[src/rtl/write_buffer.sv]
// rtl/write_buffer.sv - posted-write FIFO between the Cache dbOut port and main memory
// Optional read-after-write forwarding from the FIFO is enabled with `define WB_FORWARD_EN.
module write_buffer #(
    parameter int DEPTH_LOG2 = 2,
    parameter int ADDR_WIDTH = 32,
    parameter int DATA_WIDTH = 32
) (
    input  logic                  clk,
    input  logic                  res,
    input  logic                  db_re,
    input  logic                  db_we,
    input  logic [ADDR_WIDTH-1:0] db_addr,
    input  logic [DATA_WIDTH-1:0] db_dataOut,
    output logic [DATA_WIDTH-1:0] db_dataIn,
    output logic                  db_ready,
    output logic                  mem_re,
    output logic                  mem_we,
    output logic [ADDR_WIDTH-1:0] mem_addr,
    output logic [DATA_WIDTH-1:0] mem_dataOut,
    input  logic [DATA_WIDTH-1:0] mem_dataIn,
    input  logic                  mem_ready
);

    localparam int DEPTH = 1 << DEPTH_LOG2;
    localparam logic [DEPTH_LOG2:0] C_FULL = (DEPTH_LOG2 + 1)'(DEPTH);
    localparam logic [DEPTH_LOG2:0] C_ONE  = (DEPTH_LOG2 + 1)'(1);

    typedef enum logic [1:0] {
        S_IDLE,
        S_DRAIN,
        S_READ_REQ,
        S_READ_WAIT
    } state_t;

    state_t                  r_state;
    logic [ADDR_WIDTH-1:0]   r_fifo_addr [DEPTH];
    logic [DATA_WIDTH-1:0]   r_fifo_data [DEPTH];
    logic [DEPTH_LOG2-1:0]   r_wr_ptr;
    logic [DEPTH_LOG2-1:0]   r_rd_ptr;
    logic [DEPTH_LOG2:0]     r_count;
    logic [ADDR_WIDTH-1:0]   r_rd_addr;
    logic [DATA_WIDTH-1:0]   r_db_data;

    logic                    w_full;
    logic                    w_empty;
    logic                    w_db_ready;
    logic                    w_push;
    logic                    w_pop;
    logic                    w_rd_acc;
    logic                    w_mem_we;
    logic                    w_empty_now;
    logic [ADDR_WIDTH-1:0]   w_req_addr;

    assign w_full      = (r_count == C_FULL);
    assign w_empty     = (r_count == '0);
    assign w_db_ready  = (r_state == S_IDLE) && !w_full;
    assign w_push      = db_we && w_db_ready;
    assign w_rd_acc    = db_re && !db_we && w_db_ready;
    assign w_mem_we    = !w_empty && (r_state != S_READ_REQ) && (r_state != S_READ_WAIT);
    assign w_pop       = w_mem_we && mem_ready;
    assign w_empty_now = w_empty || ((r_count == C_ONE) && w_pop);
    assign w_req_addr  = db_addr & ~ADDR_WIDTH'(3);

`ifdef WB_FORWARD_EN
    logic                  w_fwd_hit;
    logic [DATA_WIDTH-1:0] w_fwd_data;
    logic [DEPTH_LOG2-1:0] w_idx;

    // Walk oldest to youngest so the last match is the youngest write to that word.
    always_comb begin
        w_fwd_hit  = 1'b0;
        w_fwd_data = '0;
        w_idx      = '0;
        for (int i = 0; i < DEPTH; i++) begin
            w_idx = r_rd_ptr + DEPTH_LOG2'(i);
            if (((DEPTH_LOG2 + 1)'(i) < r_count) && (r_fifo_addr[w_idx] == w_req_addr)) begin
                w_fwd_hit  = 1'b1;
                w_fwd_data = r_fifo_data[w_idx];
            end
        end
    end
`endif

    always_ff @(posedge clk) begin
        if (w_push) begin
            r_fifo_addr[r_wr_ptr] <= w_req_addr;
            r_fifo_data[r_wr_ptr] <= db_dataOut;
        end
    end

    always_ff @(posedge clk or negedge res) begin
        if (!res) begin
            r_wr_ptr <= '0;
            r_rd_ptr <= '0;
            r_count  <= '0;
        end else begin
            if (w_push) r_wr_ptr <= r_wr_ptr + 1'b1;
            if (w_pop)  r_rd_ptr <= r_rd_ptr + 1'b1;
            case ({w_push, w_pop})
                2'b10:   r_count <= r_count + 1'b1;
                2'b01:   r_count <= r_count - 1'b1;
                default: r_count <= r_count;
            endcase
        end
    end

    always_ff @(posedge clk or negedge res) begin
        if (!res) begin
            r_state   <= S_IDLE;
            r_rd_addr <= '0;
            r_db_data <= '0;
        end else begin
            case (r_state)
                S_IDLE: begin
                    if (w_rd_acc) begin
                        r_rd_addr <= w_req_addr;
`ifdef WB_FORWARD_EN
                        if (w_fwd_hit)
                            r_db_data <= w_fwd_data;
                        else
`endif
                        if (w_empty_now)
                            r_state <= S_READ_REQ;
                        else
                            r_state <= S_DRAIN;
                    end
                end
                S_DRAIN: begin
                    if (w_empty) r_state <= S_READ_REQ;
                end
                S_READ_REQ: begin
                    if (mem_ready) r_state <= S_READ_WAIT;
                end
                S_READ_WAIT: begin
                    r_db_data <= mem_dataIn;
                    r_state   <= S_IDLE;
                end
                default: r_state <= S_IDLE;
            endcase
        end
    end

    // Address/data lines are held at zero whenever no memory request is active.
    assign db_dataIn   = r_db_data;
    assign db_ready    = w_db_ready;
    assign mem_re      = (r_state == S_READ_REQ);
    assign mem_we      = w_mem_we;
    assign mem_addr    = (r_state == S_READ_REQ) ? r_rd_addr :
                         (w_mem_we ? r_fifo_addr[r_rd_ptr] : '0);
    assign mem_dataOut = w_mem_we ? r_fifo_data[r_rd_ptr] : '0;

endmodule
[config.mk]
export PLATFORM = sky130hd
export DESIGN_NAME = write_buffer
export DESIGN_NICKNAME = d
export VERILOG_FILES = /design/src/rtl/write_buffer.sv
export SDC_FILE = /design/constraint.sdc
export NUM_CORES = 1
export LEC_CHECK = 0
export CORE_MARGIN = 3
export CORE_UTILIZATION = 48
export CTS_CLUSTER_DIAMETER = 150
export DETAILED_ROUTE_END_ITERATION = 16
export HOLD_SLACK_MARGIN = 0.02
export PLACE_DENSITY = 0.76
export SLEW_MARGIN = 20
export SYNTH_ARGS = -nofsm -noshare
export SYNTH_HDL_FRONTEND = slang
export SYNTH_SLANG_ARGS = --single-unit
[constraint.sdc]
create_clock -name clk -period 2.6 [get_ports clk]
set_input_delay 0.52 -clock clk [delete_from_list [all_inputs] [get_ports clk]]
set_output_delay 0.52 -clock clk [all_outputs]
set_load 0.05 [all_outputs]
==> flow_metrics.env <==
export IMPL_p_int_uw=16880
export IMPL_gr_total_overflow=0
export IMPL_antenna_found_initial=0
export IMPL_clockPowerShare=0.174
export IMPL_synth_top_area_share=0.5972
export IMPL_synthTopCellsByArea="edfxtp_1 60%, dfrtp_1 14%, mux4_2 9.4%, mux2_2 5.5%, a22o_1 2.1%"
export IMPL_fmax_ghz=0.3685
export IMPL_pwr_share_seq=0.261
export IMPL_final_core_util=0.6914
export IMPL_crit_path_frequent_cell="buf_12"
export IMPL_clk_pin_slew_ns=0.06
export IMPL_end_kind="output pin"
export IMPL_p_sw_uw=10140
export IMPL_wl_per_cell_um=24.55
export IMPL_tightestPinTransition_ns=0.6674
export IMPL_die_w_um=167.2
export IMPL_cp_max_fo=8
export IMPL_syn_area_um2=12470
export IMPL_crit_slowest_cell="mux4_2"
export IMPL_clk_path_buf_depth=3
export IMPL_crit_start="r_rd_ptr[0]$_DFFE_PN0P_"
export IMPL_synth_async_sr_flop_share=0.2226
export IMPL_hold_viol_final=0
export IMPL_drt_total_wl_mm=29.33
export IMPL_grt_pass1_vias=7786
export IMPL_syn2layout_area_growth_pct=40.41
export IMPL_yosys_register_bits=319
export IMPL_fp_coreArea_um2=25330
export IMPL_ys_warn_count=0
export IMPL_cp_buffers_inverters=3
export IMPL_path_cells="buf_12, buf_16, mux4_2, a22o_4, buf_12"
export IMPL_grt_max_degree=47
export IMPL_drive_gt1_frac=0.4185
export IMPL_rows=58
export IMPL_critical_path_arrival_ns=2.19
export IMPL_gp_congestion=0.7990
export IMPL_drt_iter0_drc=410
export IMPL_synthMostInstantiatedCell="edfxtp_1"
export IMPL_synth_flop_cell="edfxtp_1"
export IMPL_grt_total_usage=0.2078
export IMPL_cp_required_ns=2.08
export IMPL_p_leak_uw=0.006361
export IMPL_rsz0062_at_grt="true"
export IMPL_start_util=0.4924
export IMPL_die_h_um=167.2
export IMPL_nets=954
export IMPL_syn_avg_cell_area_um2=21.07
export IMPL_violations="setup timing"
export IMPL_antenna_cells=0
export IMPL_synth_enable_flop_cells=248
export IMPL_synth_common_cells="248 x edfxtp_1, 71 x dfrtp_1, 61 x mux2_2"
export IMPL_finalMaxSlewViolations=0
export IMPL_switching_share=0.3753
export IMPL_fin_ws_ns=-0.1136
export IMPL_path_class="register to output pin"
export IMPL_vias=6702
export IMPL_fin_crit_ns=2.714
export IMPL_cpLargestDelayFamily="multiplexers"
export IMPL_pin_count=200
export IMPL_place_inst=1105
export IMPL_syn_inst=592
export IMPL_synth_area_leader_cell="edfxtp_1"
export IMPL_synth_distinct_cells=35
export IMPL_numCtsBuffers=34
export IMPL_cts_sinks=319
export IMPL_dr_pass1_iters=5
export IMPL_clk_latency_ns=0.50
export IMPL_dp_hpwl_mm=16.28
export IMPL_yosysSeqAreaShare=0.7396
export IMPL_worstReg2RegStart="r_count[0]$_DFFE_PN0P_"
export IMPL_power_density_nw_per_um2=1543
export IMPL_ant_nets=0
export IMPL_io_buffers=195
export IMPL_root_buffer="clkbuf_16"
export IMPL_cts_hold_buf=0
export IMPL_maxSlewHeadroom=0.5551
export IMPL_die_area_um2=27950
export IMPL_hold_path_class="input port to async pin"
export IMPL_start_kind="register"
export IMPL_htreeDepth=2
export IMPL_drc=0
export IMPL_finalCritPeriodShare=1.044
export IMPL_finalClockSkew_ns=0.01043
export IMPL_ir_drop_uv=1139
export IMPL_maxCapViolations=0
export IMPL_grt_pass1_wl_mm=44.92
export IMPL_final_cells=1195
export IMPL_via_per_inst=5.608
export IMPL_cts_tree="built"
export IMPL_status="finished with violations"
export IMPL_setup_viol=63
export IMPL_comb_power_share=0.566
export IMPL_slowest_delay_ns=0.51
[worst paths after layout]
path | slack, ns | end | cells after the start
hold / removal | 0.06 | db_dataIn[2]$_DFFE_PN0P_ | 1
hold reg to reg | 0.50 | db_dataIn[31]$_DFFE_PN0P_ | 1
min in group clk | 0.50 | db_dataIn[31]$_DFFE_PN0P_ | 1
setup / recovery | -0.11 | mem_addr[13] | 5
setup reg to reg | 0.39 | r_count[2]$_DFFE_PN0P_ | 10
max in group asynchronous | 1.93 | db_dataIn[7]$_DFFE_PN0P_ | 2
[per-stage QoR]
stage	power, uW	cell area (um2)	hold WS, ns	setup TNS (ns)	worst slack [ns]
after floorplan	14360	12490	0.2244	0	0.02701
after global placement	19710	15590	0.4770	0	0.2147
after detailed placement	19990	15590	0.4874	0	0.1545
after CTS	26910	17440	0.07694	-5.616	-0.1437
after global routing	27970	17510	0.09414	-7.352	-0.1684
final	27020	17510	0.06197	-3.222	-0.1136
[repair_timing]
item,CTS,global route
pin swaps,29,17
resized for setup,90,10
cloned,10,3
buffers inserted,13,7
endpoints found under the setup margin,63,62
[sequential cells by signal, summed over array words and instances (netlist names)]
name,count
r_count,3
r_rd_ptr,2
db_dataIn,32
r_wr_ptr,2
r_rd_addr,30
r_state,2
r_fifo_data,128
r_fifo_addr,120
[logic make-up (layout without fill, tap and decap cells)]
group / after synthesis / in the layout / synth area share
and+or+nand+nor: 46 / 46 / 0.02378
muxes: 127 / 127 / 0.1735
AOI/OAI and AO/OA: 39 / 39 / 0.02669
buffers and inverters: 41 / 313 / 0.01886
DFF: 319 / 319 / 0.7396
xor gates and xnor gates: 6 / 6 / 0.004214
other: 1 / 2 / 0.0003007
adders and majority gates: 13 / 13 / 0.01304
[layout make-up]
| type | count | area, um2 |
|---|---|---|
| Sequential cell | 319 | 9231 |
| Inverter | 8 | 30.03 |
| Fill cell | 1505 | 7816 |
| Clock inverter | 8 | 72.57 |
| Tap cell | 330 | 412.9 |
| Timing Repair Buffer | 244 | 3397 |
| Multi-Input combinational cell | 233 | 3341 |
| Clock buffer | 53 | 1026 |
[per-layer routing]
| layer | wire length (um) | vias to the layer above | GRT usage |
|---|---|---|---|
| met3 | 2047 | 46 | 0.05548 |
| met5 | 0 | - | 0 |
| li1 | - | 2870 | - |
| met4 | 522 | 0 | 0.05336 |
| met1 | 11320 | 3528 | 0.2575 |
| met2 | 15440 | 258 | 0.3666 |
[cells in the final DEF (no fill, tap or decap), drive strengths merged, types with 2 or more instances in the layout]
master	instances
a22o	30
nand2	4
mux2i	2
edfxtp	248
and2	32
clkinv	5
and3	4
dfrtp	71
mux4	62
xnor2	4
ha	13
clkdlybuf4s50	129
xor2	2
buf	112
inv	10
clkbuf	56
mux2	63
a21oi	3
nor2b	2
conb	2
[power by group through the flow]
stage	registers, uW	clock network (uW)	logic (uW)
after floorplan	7780	0	6580
after global placement	6960	0	12700
after detailed placement	7050	0	12900
after CTS	7010	4790	15100
after global routing	7120	5010	15800
final	7040	4700	15300
Note: power is estimated with default switching activity, not from simulation.
